<file path="src/rtl/ram_arb_pkg.sv">
// Shared defaults and types for the dual-port RAM arbiter.
package ram_arb_pkg;

  localparam int DEF_NUM_REQ = 4;
  localparam int DEF_AW      = 10;
  localparam int DEF_DW      = 18;

  typedef enum logic {
    S_CLEAR = 1'b0,
    S_RUN   = 1'b1
  } state_t;

  // Last clear-counter value: each clear cycle covers two addresses.
  function automatic int clear_last_for(input int aw);
    return (1 << (aw - 1)) - 1;
  endfunction

  localparam int CLEAR_LAST = clear_last_for(DEF_AW);

endpackage

</file>
<file path="src/rtl/ram_port_arbiter_if.sv">
// Requester bus plus RAM port bundle between the arbiter and its environment.
interface ram_port_arbiter_if
  import ram_arb_pkg::*;
#(
  parameter int NUM_REQ = DEF_NUM_REQ,
  parameter int AW      = DEF_AW,
  parameter int DW      = DEF_DW
) ();

  logic [NUM_REQ-1:0]    req;
  logic [NUM_REQ-1:0]    req_we;
  logic [NUM_REQ*AW-1:0] req_addr;
  logic [NUM_REQ*DW-1:0] req_wdata;
  logic [NUM_REQ-1:0]    gnt;
  logic [NUM_REQ-1:0]    rvalid;
  logic [NUM_REQ*DW-1:0] rdata;
  logic                  clear_start;
  logic                  busy;

  logic [AW-1:0]         ram_addrA;
  logic [AW-1:0]         ram_addrB;
  logic [DW-1:0]         ram_dataA;
  logic [DW-1:0]         ram_dataB;
  logic                  ram_weA;
  logic                  ram_weB;
  logic [DW-1:0]         ram_qA;
  logic [DW-1:0]         ram_qB;

  modport slave (
    input  req, req_we, req_addr, req_wdata, clear_start, ram_qA, ram_qB,
    output gnt, rvalid, rdata, busy,
    output ram_addrA, ram_addrB, ram_dataA, ram_dataB, ram_weA, ram_weB
  );

  modport master (
    output req, req_we, req_addr, req_wdata, clear_start, ram_qA, ram_qB,
    input  gnt, rvalid, rdata, busy,
    input  ram_addrA, ram_addrB, ram_dataA, ram_dataB, ram_weA, ram_weB
  );

endinterface

</file>
<file path="src/rtl/ram_arb_rr_pick.sv">
// Combinational round-robin picker: first and second asserted requesters
// scanning circularly from i_ptr.
module ram_arb_rr_pick #(
  parameter int NUM_REQ = 4,
  parameter int PW      = $clog2(NUM_REQ)
) (
  input  logic [NUM_REQ-1:0] i_req,
  input  logic [PW-1:0]      i_ptr,
  output logic [PW-1:0]      o_idx_a,
  output logic [PW-1:0]      o_idx_b,
  output logic               o_vld_a,
  output logic               o_vld_b
);

  int            w_j;
  logic [PW-1:0] w_sel;

  always_comb begin
    o_idx_a = '0;
    o_idx_b = '0;
    o_vld_a = 1'b0;
    o_vld_b = 1'b0;
    w_j     = 0;
    w_sel   = '0;
    for (int k = 0; k < NUM_REQ; k++) begin
      w_j = int'(i_ptr) + k;
      if (w_j >= NUM_REQ) w_j = w_j - NUM_REQ;
      w_sel = PW'(w_j);
      if (i_req[w_sel]) begin
        if (!o_vld_a) begin
          o_vld_a = 1'b1;
          o_idx_a = w_sel;
        end else if (!o_vld_b) begin
          o_vld_b = 1'b1;
          o_idx_b = w_sel;
        end
      end
    end
  end

endmodule

</file>
<file path="src/rtl/ram_port_arbiter.sv">
// Two-port round-robin arbiter in front of a dual-port RAM, with a
// full-RAM zero sweep after reset or on clear_start.
module ram_port_arbiter
  import ram_arb_pkg::*;
#(
  parameter int NUM_REQ = DEF_NUM_REQ,
  parameter int AW      = DEF_AW,
  parameter int DW      = DEF_DW
) (
  input  logic               clk,
  input  logic               rst,
  ram_port_arbiter_if.slave  bus
);

  localparam int            PW       = $clog2(NUM_REQ);
  localparam int            CW       = AW - 1;
  localparam logic [CW-1:0] CLR_LAST = CW'(clear_last_for(AW));

  state_t                r_state;
  state_t                w_state_nxt;
  logic [CW-1:0]         r_clr_cnt;
  logic [PW-1:0]         r_ptr;

  logic [PW-1:0]         w_idx_a, w_idx_b;
  logic                  w_vld_a, w_vld_b;
  logic [AW-1:0]         w_addr_a, w_addr_b;
  logic                  w_we_a, w_we_b;
  logic [DW-1:0]         w_wd_a, w_wd_b;
  logic                  w_run;
  logic                  w_gnt_a, w_gnt_b;

  logic [NUM_REQ-1:0]    r_vld_p1;
  logic [NUM_REQ*DW-1:0] r_rdata_p1;

  function automatic logic [PW-1:0] ptr_after(input logic [PW-1:0] idx);
    if (int'(idx) == NUM_REQ - 1) return '0;
    return idx + 1'b1;
  endfunction

  ram_arb_rr_pick #(
    .NUM_REQ (NUM_REQ),
    .PW      (PW)
  ) u_pick (
    .i_req   (bus.req),
    .i_ptr   (r_ptr),
    .o_idx_a (w_idx_a),
    .o_idx_b (w_idx_b),
    .o_vld_a (w_vld_a),
    .o_vld_b (w_vld_b)
  );

  assign w_addr_a = bus.req_addr[int'(w_idx_a)*AW +: AW];
  assign w_addr_b = bus.req_addr[int'(w_idx_b)*AW +: AW];
  assign w_wd_a   = bus.req_wdata[int'(w_idx_a)*DW +: DW];
  assign w_wd_b   = bus.req_wdata[int'(w_idx_b)*DW +: DW];
  assign w_we_a   = bus.req_we[w_idx_a];
  assign w_we_b   = bus.req_we[w_idx_b];
  assign w_run    = (r_state == S_RUN) && !rst;

  // Same-address pairs involving a write would race inside the RAM, so port B yields.
  always_comb begin
    w_gnt_a = w_run && w_vld_a;
    w_gnt_b = w_run && w_vld_b && !((w_addr_a == w_addr_b) && (w_we_a || w_we_b));
  end

  always_ff @(posedge clk) begin
    if (rst) r_state <= S_CLEAR;
    else     r_state <= w_state_nxt;
  end

  always_comb begin
    w_state_nxt = r_state;
    case (r_state)
      S_CLEAR: if (r_clr_cnt == CLR_LAST) w_state_nxt = S_RUN;
      S_RUN:   if (bus.clear_start)       w_state_nxt = S_CLEAR;
      default: w_state_nxt = S_CLEAR;
    endcase
  end

  always_comb begin
    bus.busy      = rst || (r_state == S_CLEAR);
    bus.gnt       = '0;
    bus.ram_addrA = '0;
    bus.ram_addrB = '0;
    bus.ram_dataA = '0;
    bus.ram_dataB = '0;
    bus.ram_weA   = 1'b0;
    bus.ram_weB   = 1'b0;
    if (!rst) begin
      if (r_state == S_CLEAR) begin
        bus.ram_addrA = {r_clr_cnt, 1'b0};
        bus.ram_addrB = {r_clr_cnt, 1'b1};
        bus.ram_weA   = 1'b1;
        bus.ram_weB   = 1'b1;
      end else begin
        if (w_gnt_a) begin
          bus.gnt[w_idx_a] = 1'b1;
          bus.ram_addrA    = w_addr_a;
          bus.ram_weA      = w_we_a;
          bus.ram_dataA    = w_wd_a;
        end
        if (w_gnt_b) begin
          bus.gnt[w_idx_b] = 1'b1;
          bus.ram_addrB    = w_addr_b;
          bus.ram_weB      = w_we_b;
          bus.ram_dataB    = w_wd_b;
        end
      end
    end
  end

  always_ff @(posedge clk) begin
    if (rst) begin
      r_clr_cnt <= '0;
      r_ptr     <= '0;
    end else begin
      if (r_state == S_CLEAR) r_clr_cnt <= r_clr_cnt + 1'b1;
      else                    r_clr_cnt <= '0;
      if (w_gnt_b)      r_ptr <= ptr_after(w_idx_b);
      else if (w_gnt_a) r_ptr <= ptr_after(w_idx_a);
    end
  end

  // Stage p1: capture asynchronous RAM read data at the grant edge.
  always_ff @(posedge clk) begin
    if (rst) begin
      r_vld_p1   <= '0;
      r_rdata_p1 <= '0;
    end else begin
      for (int i = 0; i < NUM_REQ; i++) begin
        r_vld_p1[i] <= 1'b0;
        if (w_gnt_a && !w_we_a && (int'(w_idx_a) == i)) begin
          r_vld_p1[i]            <= 1'b1;
          r_rdata_p1[i*DW +: DW] <= bus.ram_qA;
        end else if (w_gnt_b && !w_we_b && (int'(w_idx_b) == i)) begin
          r_vld_p1[i]            <= 1'b1;
          r_rdata_p1[i*DW +: DW] <= bus.ram_qB;
        end
      end
    end
  end

  assign bus.rvalid = rst ? '0 : r_vld_p1;
  assign bus.rdata  = rst ? '0 : r_rdata_p1;

endmodule
</file>
<file path="src/flat_wrapper.sv">
// flat-port wrapper written by rule: the top's interface ports become plain ports
module ram_port_arbiter_flat import ram_arb_pkg::*;
#(
  parameter int NUM_REQ = DEF_NUM_REQ,
  parameter int AW      = DEF_AW,
  parameter int DW      = DEF_DW
)
  (clk, rst, bus_req, bus_req_we, bus_req_addr, bus_req_wdata, bus_clear_start, bus_ram_qA, bus_ram_qB, bus_gnt, bus_rvalid, bus_rdata, bus_busy, bus_ram_addrA, bus_ram_addrB, bus_ram_dataA, bus_ram_dataB, bus_ram_weA, bus_ram_weB);
  ram_port_arbiter_if #(.NUM_REQ(NUM_REQ), .AW(AW), .DW(DW)) bus_i ();
  input  logic clk;
  input  logic rst;
  input wire logic [$bits(bus_i.req)-1:0] bus_req;
  input wire logic [$bits(bus_i.req_we)-1:0] bus_req_we;
  input wire logic [$bits(bus_i.req_addr)-1:0] bus_req_addr;
  input wire logic [$bits(bus_i.req_wdata)-1:0] bus_req_wdata;
  input wire logic [$bits(bus_i.clear_start)-1:0] bus_clear_start;
  input wire logic [$bits(bus_i.ram_qA)-1:0] bus_ram_qA;
  input wire logic [$bits(bus_i.ram_qB)-1:0] bus_ram_qB;
  output wire logic [$bits(bus_i.gnt)-1:0] bus_gnt;
  output wire logic [$bits(bus_i.rvalid)-1:0] bus_rvalid;
  output wire logic [$bits(bus_i.rdata)-1:0] bus_rdata;
  output wire logic [$bits(bus_i.busy)-1:0] bus_busy;
  output wire logic [$bits(bus_i.ram_addrA)-1:0] bus_ram_addrA;
  output wire logic [$bits(bus_i.ram_addrB)-1:0] bus_ram_addrB;
  output wire logic [$bits(bus_i.ram_dataA)-1:0] bus_ram_dataA;
  output wire logic [$bits(bus_i.ram_dataB)-1:0] bus_ram_dataB;
  output wire logic [$bits(bus_i.ram_weA)-1:0] bus_ram_weA;
  output wire logic [$bits(bus_i.ram_weB)-1:0] bus_ram_weB;
  assign bus_i.req = bus_req;
  assign bus_i.req_we = bus_req_we;
  assign bus_i.req_addr = bus_req_addr;
  assign bus_i.req_wdata = bus_req_wdata;
  assign bus_i.clear_start = bus_clear_start;
  assign bus_i.ram_qA = bus_ram_qA;
  assign bus_i.ram_qB = bus_ram_qB;
  assign bus_gnt = bus_i.gnt;
  assign bus_rvalid = bus_i.rvalid;
  assign bus_rdata = bus_i.rdata;
  assign bus_busy = bus_i.busy;
  assign bus_ram_addrA = bus_i.ram_addrA;
  assign bus_ram_addrB = bus_i.ram_addrB;
  assign bus_ram_dataA = bus_i.ram_dataA;
  assign bus_ram_dataB = bus_i.ram_dataB;
  assign bus_ram_weA = bus_i.ram_weA;
  assign bus_ram_weB = bus_i.ram_weB;
  ram_port_arbiter #(.NUM_REQ(NUM_REQ), .AW(AW), .DW(DW)) u_core (.clk(clk), .rst(rst), .bus(bus_i));
endmodule
</file>
<file path="config.mk">
export PLATFORM = sky130hd
export DESIGN_NAME = ram_port_arbiter_flat
export DESIGN_NICKNAME = d
export VERILOG_FILES = /design/src/rtl/ram_arb_pkg.sv /design/src/rtl/ram_port_arbiter_if.sv /design/src/rtl/ram_arb_rr_pick.sv /design/src/rtl/ram_port_arbiter.sv /design/src/flat_wrapper.sv
export SDC_FILE = /design/constraint.sdc
export NUM_CORES = 1
export LEC_CHECK = 0
export CORE_AREA = 2 2 108 136
export DETAILED_ROUTE_END_ITERATION = 10
export DIE_AREA = 0 0 110 138
export DONT_BUFFER_PORTS = 1
export PLACE_DENSITY = 0.7
export SYNTH_ARGS = -nofsm -noshare
export SYNTH_HDL_FRONTEND = slang
export SYNTH_SLANG_ARGS = --single-unit
</file>
<file path="constraint.sdc">
create_clock -name clk -period 7 [get_ports clk]
set_clock_uncertainty 0.05 [all_clocks]
set_input_delay 1.4 -clock clk [delete_from_list [all_inputs] [get_ports clk]]
set_output_delay 1.4 -clock clk [all_outputs]
set_load 0.1 [all_outputs]
</file>
==> metrics.md, run 1 <==
| Metric | Value |
|---|---|
| Core box area | `0.0140 mm2` |
| DRT iter0 DRCs | `487` |
| Post-CTS resize count | `0` |
| Cell area after synthesis | `0.00754 mm2` |
| Worst r2r src | `u_core.r_ptr[1]` |
| Area growth syn-to-layout | `23.5%` |
| Clock Pin Slew Worst Setup and Hold Paths | `60 ps` |
| Finished Cell Area | `0.00931 mm2` |
| GRT Overall Usage | `29.8%` |
| Fin nets | `1013` |
| Post-synthesis average cell area | `9.20 um2` |
| P_leak | `3.63 nW` |
| Hold depth | `1` |
| Ys async rst share | `0%` |
| Crit path launch type | `input port` |
| Final hold violation count | `0` |
| Hold-fix buffers, CTS | `0` |
| I/O pins | `298` |
| Yosys top cell area share | `23.4%` |
| DRT antenna net count | `0` |
| Synth Warn # | `0` |
| Post-DP HPWL | `17700 um` |
| Initial Util | `53.7%` |
| Root Driver | `clkbuf_16` |
| Initial antenna violation count | `0` |
| Outcome | `finished clean` |
| Total iterations of the first detailed-routing run | `5` |
| Final setup violating endpoints | `0` |
| Max Cap Viol | `0` |
| Die Ht | `138 um` |
| Die width | `110 um` |
| Clock sink count | `88` |
| Critical path launch point | `bus_req[3]` |
| H-tree Lvls | `3` |
| Filler Cell Count | `1063` |
| Setup CP Type | `in -> out` |
| Worst min path class | `reg -> reg` |
| Largest net degree at the start of global routing | `93` |
| Max Buffers Root-to-Sink | `2` |
| Number of flops mapped to enable cells by yosys | `0` |
| RePlAce Congestion | `0.969` |
| Crit path time final | `6580 ps` |
| Yosys reg bits | `88` |
| Vias in the first global route | `6900` |
| Clk_lat worst skew | `330 ps` |
| Yosys cell types | `67` |
| Number of vias per cell | `6.53` |
| RR Endpoint | `u_core.r_rdata_p1[2]` |
| Worst path max stage delay | `520 ps` |
| CP Cell Sequence | `mux4_2 -> ha_1 -> or4_1 -> a21oi_1 -> o21bai_4 -> buf_4 -> a211oi_1 -> a31oi_1 -> xor2_1 -> nand4_2 -> nand2_2 -> buf_12 -> a311oi_4 -> buf_12` |
| Synth Flop Type | `dfxtp_1` |
| R2R Setup Slk | `1780 ps` |
| Critical path's top delay family | `compound AO/OA/AOI/OAI gates` |
| Fraction of layout instances using a drive strength above 1 | `47.0%` |
| Actual slew at the worst max-slew pin | `1170 ps` |
| Max Slew Vio Count | `0` |
| Maximum vdd drop | `0.000164 V` |
| Sequential area share after synthesis | `23.4%` |
| Part of the cycle the worst path needs | `93.9%` |
| CP max stage cell | `or4_1` |
| Final std cells w/o fill | `1025` |
| Max-slew headroom | `22.2%` |
| Gate Count Post-Synth | `819` |
| Critical Path RT | `5550 ps` |
| Inst Count DP | `1009` |
| Top cells by area, synth | `dfxtp_1 23%, mux2_2 16%, mux2_4 7.2%` |
| Row count | `49` |
| Average wire per standard cell | `22.9 um` |
| Drt drc | `0` |
| Most used cell, CP | `buf_12` |
| CTS tree | `yes` |
| Buf/Inv on CP | `3` |
| Worst r2r path cells | `13` |
| Global-route wire length before repair | `35900 um` |
| Most frequent cell after synthesis | `mux2_2` |
| # diodes | `0` |
| Stages on worst setup path | `14` |
| Routed vias | `6694` |
| RSZ-0062 raised after global routing | `false` |
| Die area | `0.0152 mm2` |
| Fmax | `152 MHz` |
| Pwr per Cell Area | `133 mW/mm2` |
| Critical path peak fanout | `21` |
| Most instantiated cells after synthesis | `110 x mux2_2, 99 x nand2_1, 88 x dfxtp_1` |
| DP Area | `0.00903 mm2` |
| Detailed Route WL | `23500 um` |
| Post-synth top area cell | `dfxtp_1` |
| PortBufs | `0` |
| Worst Path Arrival | `5130 ps` |
| Mapped Nets | `990` |
| # Post-CTS Setup Buffers | `0` |
| Gr ovfl total | `0` |
| Crit path capture type | `primary output` |
| CP endpoint | `bus_ram_dataB[15]` |
| CTS Buf Count | `9` |
through the flow:
stage | worst slack, ps | util [%] | setup TNS (ps) | hold slack, ps | total power [mW]
2_1_floorplan | -913 | - | -9550 | 387 | 0.746
3_3_place_gp | 548 | 64.3 | 0 | 419 | 0.787
3_5_place_dp | 473 | 64.3 | 0 | 452 | 0.795
4_1_cts | 447 | 66.3 | 0 | 467 | 1.24
5_1_grt | 206 | 66.3 | 0 | 483 | 1.28
6_report | 424 | 66.3 | 0 | 465 | 1.24
worst register-to-register path, stage by stage (launching register included):
cell,delay (ps)
dfxtp_1,870
mux4_2,440
ha_1,220
or4_1,520
a21oi_1,160
o21bai_4,280
buf_4,390
a211oi_1,90
a31oi_1,230
xor2_1,140
nand4_2,120
buf_4,160
a41o_1,970
mux2_2,460
flip-flops by register name, summed over array words and instances, names as in the netlist:
register / cells
u_core.r_rdata_p1: 72
u_core.r_state: 1
u_core.r_clr_cnt: 9
u_core.r_ptr: 2
u_core.r_vld_p1: 4
where the power goes:
group          total, mW  switching [mW]  leakage (nW)  internal [mW]
clock network      0.450           0.200         0.135          0.251
registers          0.504         0.00228         0.709          0.502
logic              0.283           0.170          2.79          0.113
total               1.24           0.372          3.63          0.866
cells by family (layout without fill, tap and decap cells):
| logic type | count (synthesis) | in the layout | synth area share [%] |
|---|---|---|---|
| buffers and inverters | 82 | 110 | 5.68 |
| DFF | 88 | 88 | 23.4 |
| AOI/OAI and AO/OA | 134 | 134 | 13.1 |
| muxes | 195 | 195 | 33.4 |
| xor gates and xnor gates | 13 | 13 | 1.51 |
| and+or+nand+nor | 295 | 295 | 20.9 |
| adders and majority gates | 12 | 12 | 1.99 |
worst min-delay path by stage:
stage                             start                  end  slack (ps)
floorplan           u_core.r_clr_cnt[0]  u_core.r_clr_cnt[0]         390
global placement    u_core.r_clr_cnt[0]  u_core.r_clr_cnt[0]         420
detailed placement  u_core.r_clr_cnt[0]  u_core.r_clr_cnt[0]         450
CTS                 u_core.r_clr_cnt[0]  u_core.r_clr_cnt[0]         470
global route        u_core.r_clr_cnt[0]  u_core.r_clr_cnt[0]         480
finish              u_core.r_clr_cnt[0]  u_core.r_clr_cnt[0]         460
cells in the final DEF (no fill, tap or decap), drive strengths merged, types with 3 or more instances in the layout:
master	instances
a22o	8
nand3	15
buf	85
mux2i	29
mux2	146
a311oi	18
a41o	4
clkinv	3
mux4	20
xor2	4
a31oi	15
dfxtp	88
and3	24
xnor2	9
inv	10
or3	3
nor4bb	4
nor2	22
a21o	5
a22oi	6
ha	12
nor3	4
nand2	100
a21oi	17
a32o	5
o21ai	32
a211oi	7
nand2b	8
clkbuf	10
nor2b	77
and2	23
area by class of cell:
cell class / count / area [um2] / share of cell area, %
flip-flops and latches: 88 / 1760 / 18.9
clock inverters: 6 / 42.5 / 0.457
repair buffers: 85 / 1060 / 11.4
inverters: 9 / 33.8 / 0.363
clock buffers: 10 / 239 / 2.57
multi-input cells: 649 / 5950 / 63.9
well taps: 178 / 223 / 2.39
routing by layer:
metal  part of all wire (%)  track usage [%]
met1                     35             32.9
met2                     50             50.9
met3                     10             8.39
met4                    4.9             15.6
met5                      0                0
No activity file was read; power rests on OpenSTA's default activity.
==> inputs of run 2 (changes only) <==
Settings changed: ABC_AREA set to 0, GPL_ROUTABILITY_DRIVEN set to 0.
==> run 2 against run 1 <==
Effect of this change: cell area is 0.31% higher; sequential power hardly changed; worst setup slack worse by 140 ps; non-clock buffer count is 2 higher; critical endpoint is now bus_ram_addrB[9]; die area stayed put; utilization is 0.20 points higher; routed wire length is 0.17% lower; sequential share of layout area is 0.058 points lower; critical path type unchanged; register-to-register slack worse by 20 ps; global-route usage is 0.15 points lower; largest power group unchanged; flip-flop and latch count stayed put; count of clock-buffer cells in the layout is 1 lower.
==> metrics.md, run 2 (synthesis gave the netlist of run 1 again) <==
| Metric | Value |
|---|---|
| H-tree Lvls | `3 (unchanged)` |
| Die Ht | `138 um (unchanged)` |
| Total iterations of the first detailed-routing run | `5 (unchanged)` |
| Initial Util | `53.7% (unchanged)` |
| Max Cap Viol | `0 (unchanged)` |
| R2R Setup Slk | `1760 ps (was 1780 ps)` |
| CP endpoint | `bus_ram_addrB[9] (was bus_ram_dataB[15])` |
| Total Power | `1.26 mW (was 1.24 mW)` |
| Vias in the first global route | `7029 (was 6900)` |
| GRT met3 Usage | `9.67% (was 8.39%)` |
| Worst r2r path cells | `13 (unchanged)` |
| RR Endpoint | `u_core.r_rdata_p1[2] (unchanged)` |
| Row count | `49 (unchanged)` |
| Max Slew Vio Count | `0 (unchanged)` |
| Fraction of layout instances using a drive strength above 1 | `47.1% (was 47.0%)` |
| Critical path launch point | `bus_req[3] (unchanged)` |
| Die area | `0.0152 mm2 (unchanged)` |
| Crit path time final | `6720 ps (was 6580 ps)` |
| Post-CTS resize count | `0 (unchanged)` |
| Worst r2r src | `u_core.r_ptr[1] (unchanged)` |
| Final setup violating endpoints | `0 (unchanged)` |
| CTS Buf Count | `9 (unchanged)` |
| I/O pins | `298 (unchanged)` |
| Root Driver | `clkbuf_16 (unchanged)` |
| Global-route wire length before repair | `35900 um (about the same)` |
| Worst Path Arrival | `5270 ps (was 5130 ps)` |
| Fmax | `149 MHz (was 152 MHz)` |
| Setup CP Type | `in -> out (unchanged)` |
| Die width | `110 um (unchanged)` |
| PortBufs | `0 (unchanged)` |
| Largest net degree at the start of global routing | `93 (unchanged)` |
| DRT antenna net count | `0 (unchanged)` |
| DRT iter0 DRCs | `512 (was 487)` |
| Clock Pin Slew Worst Setup and Hold Paths | `60 ps (about the same)` |
| Number of vias per cell | `6.47 (was 6.53)` |
| Fin nets | `1015 (was 1013)` |
| Final core utilization | `66.5% (was 66.3%)` |
| Critical path peak fanout | `21 (unchanged)` |
| Final hold violation count | `0 (unchanged)` |
| Crit path launch type | `input port (unchanged)` |
| Max-slew headroom | `22.3% (was 22.2%)` |
| Average wire per standard cell | `22.8 um (was 22.9 um)` |
| RSZ-0062 raised after global routing | `false (unchanged)` |
| Pwr per Cell Area | `135 mW/mm2 (was 133 mW/mm2)` |
| Routed vias | `6645 (was 6694)` |
| Regs by FF count | `u_core.r_rdata_p1: 72 flops, u_core.r_clr_cnt: 9 flops, u_core.r_vld_p1: 4 flops (unchanged)` |
| Drt drc | `0 (unchanged)` |
| Largest register FFs | `72 (unchanged)` |
| Most common cell after layout, fill and taps aside | `mux2_2 (unchanged)` |
| Maximum vdd drop | `0.000175 V (was 0.000164 V)` |
| Clk_lat worst skew | `330 ps (about the same)` |
| GRT Overall Usage | `29.7% (was 29.8%)` |
| Post-DP HPWL | `17700 um (about the same)` |
| Grt met1 use | `30.6% (was 32.9%)` |
| # diodes | `0 (unchanged)` |
| Clock sink count | `88 (unchanged)` |
| Area growth syn-to-layout | `23.9% (was 23.5%)` |
| P_leak | `3.66 nW (was 3.63 nW)` |
| Max Buffers Root-to-Sink | `2 (unchanged)` |
| Part of the cycle the worst path needs | `96.0% (was 93.9%)` |
| Crit path capture type | `primary output (unchanged)` |
| Critical Path RT | `5550 ps (about the same)` |
| Busiest grt layer | `met2 (unchanged)` |
| Initial antenna violation count | `0 (unchanged)` |
| Detailed Route WL | `23400 um (was 23500 um)` |
| Worst min path class | `reg -> reg (unchanged)` |
| Outcome | `finished clean (unchanged)` |
| Core box area | `0.0140 mm2 (unchanged)` |
| Global-route met2 utilization | `52.3% (was 50.9%)` |
| CTS tree | `yes (unchanged)` |
| Most frequent cells in the layout | `110 x mux2_2, 98 x nand2_1, 88 x dfxtp_1, 76 x nor2b_2, 53 x buf_4 (was 110 x mux2_2, 98 x nand2_1, 88 x dfxtp_1, 76 x nor2b_2, 51 x buf_4)` |
| # Post-CTS Setup Buffers | `0 (unchanged)` |
| Actual slew at the worst max-slew pin | `1160 ps (was 1170 ps)` |
| Gr ovfl total | `0 (unchanged)` |
| Hold-fix buffers, CTS | `0 (unchanged)` |
| Largest reg by FF count | `u_core.r_rdata_p1 (unchanged)` |
run 2: layout make-up:
cell class	count	area (um2)
flip-flops and latches	88	1760
well taps	178	223
clock buffers	9	225
fillers	1091	4700
multi-input cells	649	5950
repair buffers	87	1080
inverters	9	33.8
clock inverters	7	70.1
run 2: power by group:
part / internal [mW] / switching [mW] / leakage (nW)
clock: 0.277 / 0.196 / 0.146
sequential: 0.502 / 0.00209 / 0.709
combinational: 0.113 / 0.168 / 2.80
total: 0.892 / 0.366 / 3.66
run 2: worst min path at each step:
stage,slack (ps),endpoint,startpoint,depth (start not counted)
2_1_floorplan,390,u_core.r_clr_cnt[0],u_core.r_clr_cnt[0],1
3_3_place_gp,410,u_core.r_clr_cnt[0],u_core.r_clr_cnt[0],1
3_5_place_dp,450,u_core.r_clr_cnt[0],u_core.r_clr_cnt[0],1
4_1_cts,460,u_core.r_clr_cnt[0],u_core.r_clr_cnt[0],1
5_1_grt,470,u_core.r_clr_cnt[0],u_core.r_clr_cnt[0],1
6_report,460,u_core.r_clr_cnt[0],u_core.r_clr_cnt[0],1
run 2: per-stage QoR:
| stage | setup WS [ps] | std cells | area [um2] | setup TNS, ps | hold WS, ps |
|---|---|---|---|---|---|
| 4_1_cts | 349 | 1027 | 9340 | 0 | 463 |
| 5_1_grt | 126 | 1027 | 9340 | 0 | 474 |
| 2_1_floorplan | -913 | 819 | 7840 | -9550 | 387 |
| 6_report | 283 | 1027 | 9340 | 0 | 459 |
| 3_3_place_gp | 527 | 1011 | 9040 | 0 | 413 |
| 3_5_place_dp | 359 | 1011 | 9040 | 0 | 450 |
run 2: routing by layer:
metal | share of wire (%) | vias up
met5 | 0 | -
met2 | 50 | 353
li1 | - | 3015
met4 | 4.6 | 0
met1 | 34 | 3181
met3 | 10 | 96
run 2: critical path, stage by stage:
cell	delay [ps]
mux4_2	470
ha_1	200
a211oi_1	300
or3_1	530
nand2_2	250
inv_2	180
a21oi_1	80
a22o_1	280
a2111oi_2	450
nand4_2	170
nand2_2	320
buf_12	310
o32ai_4	130
buf_12	190
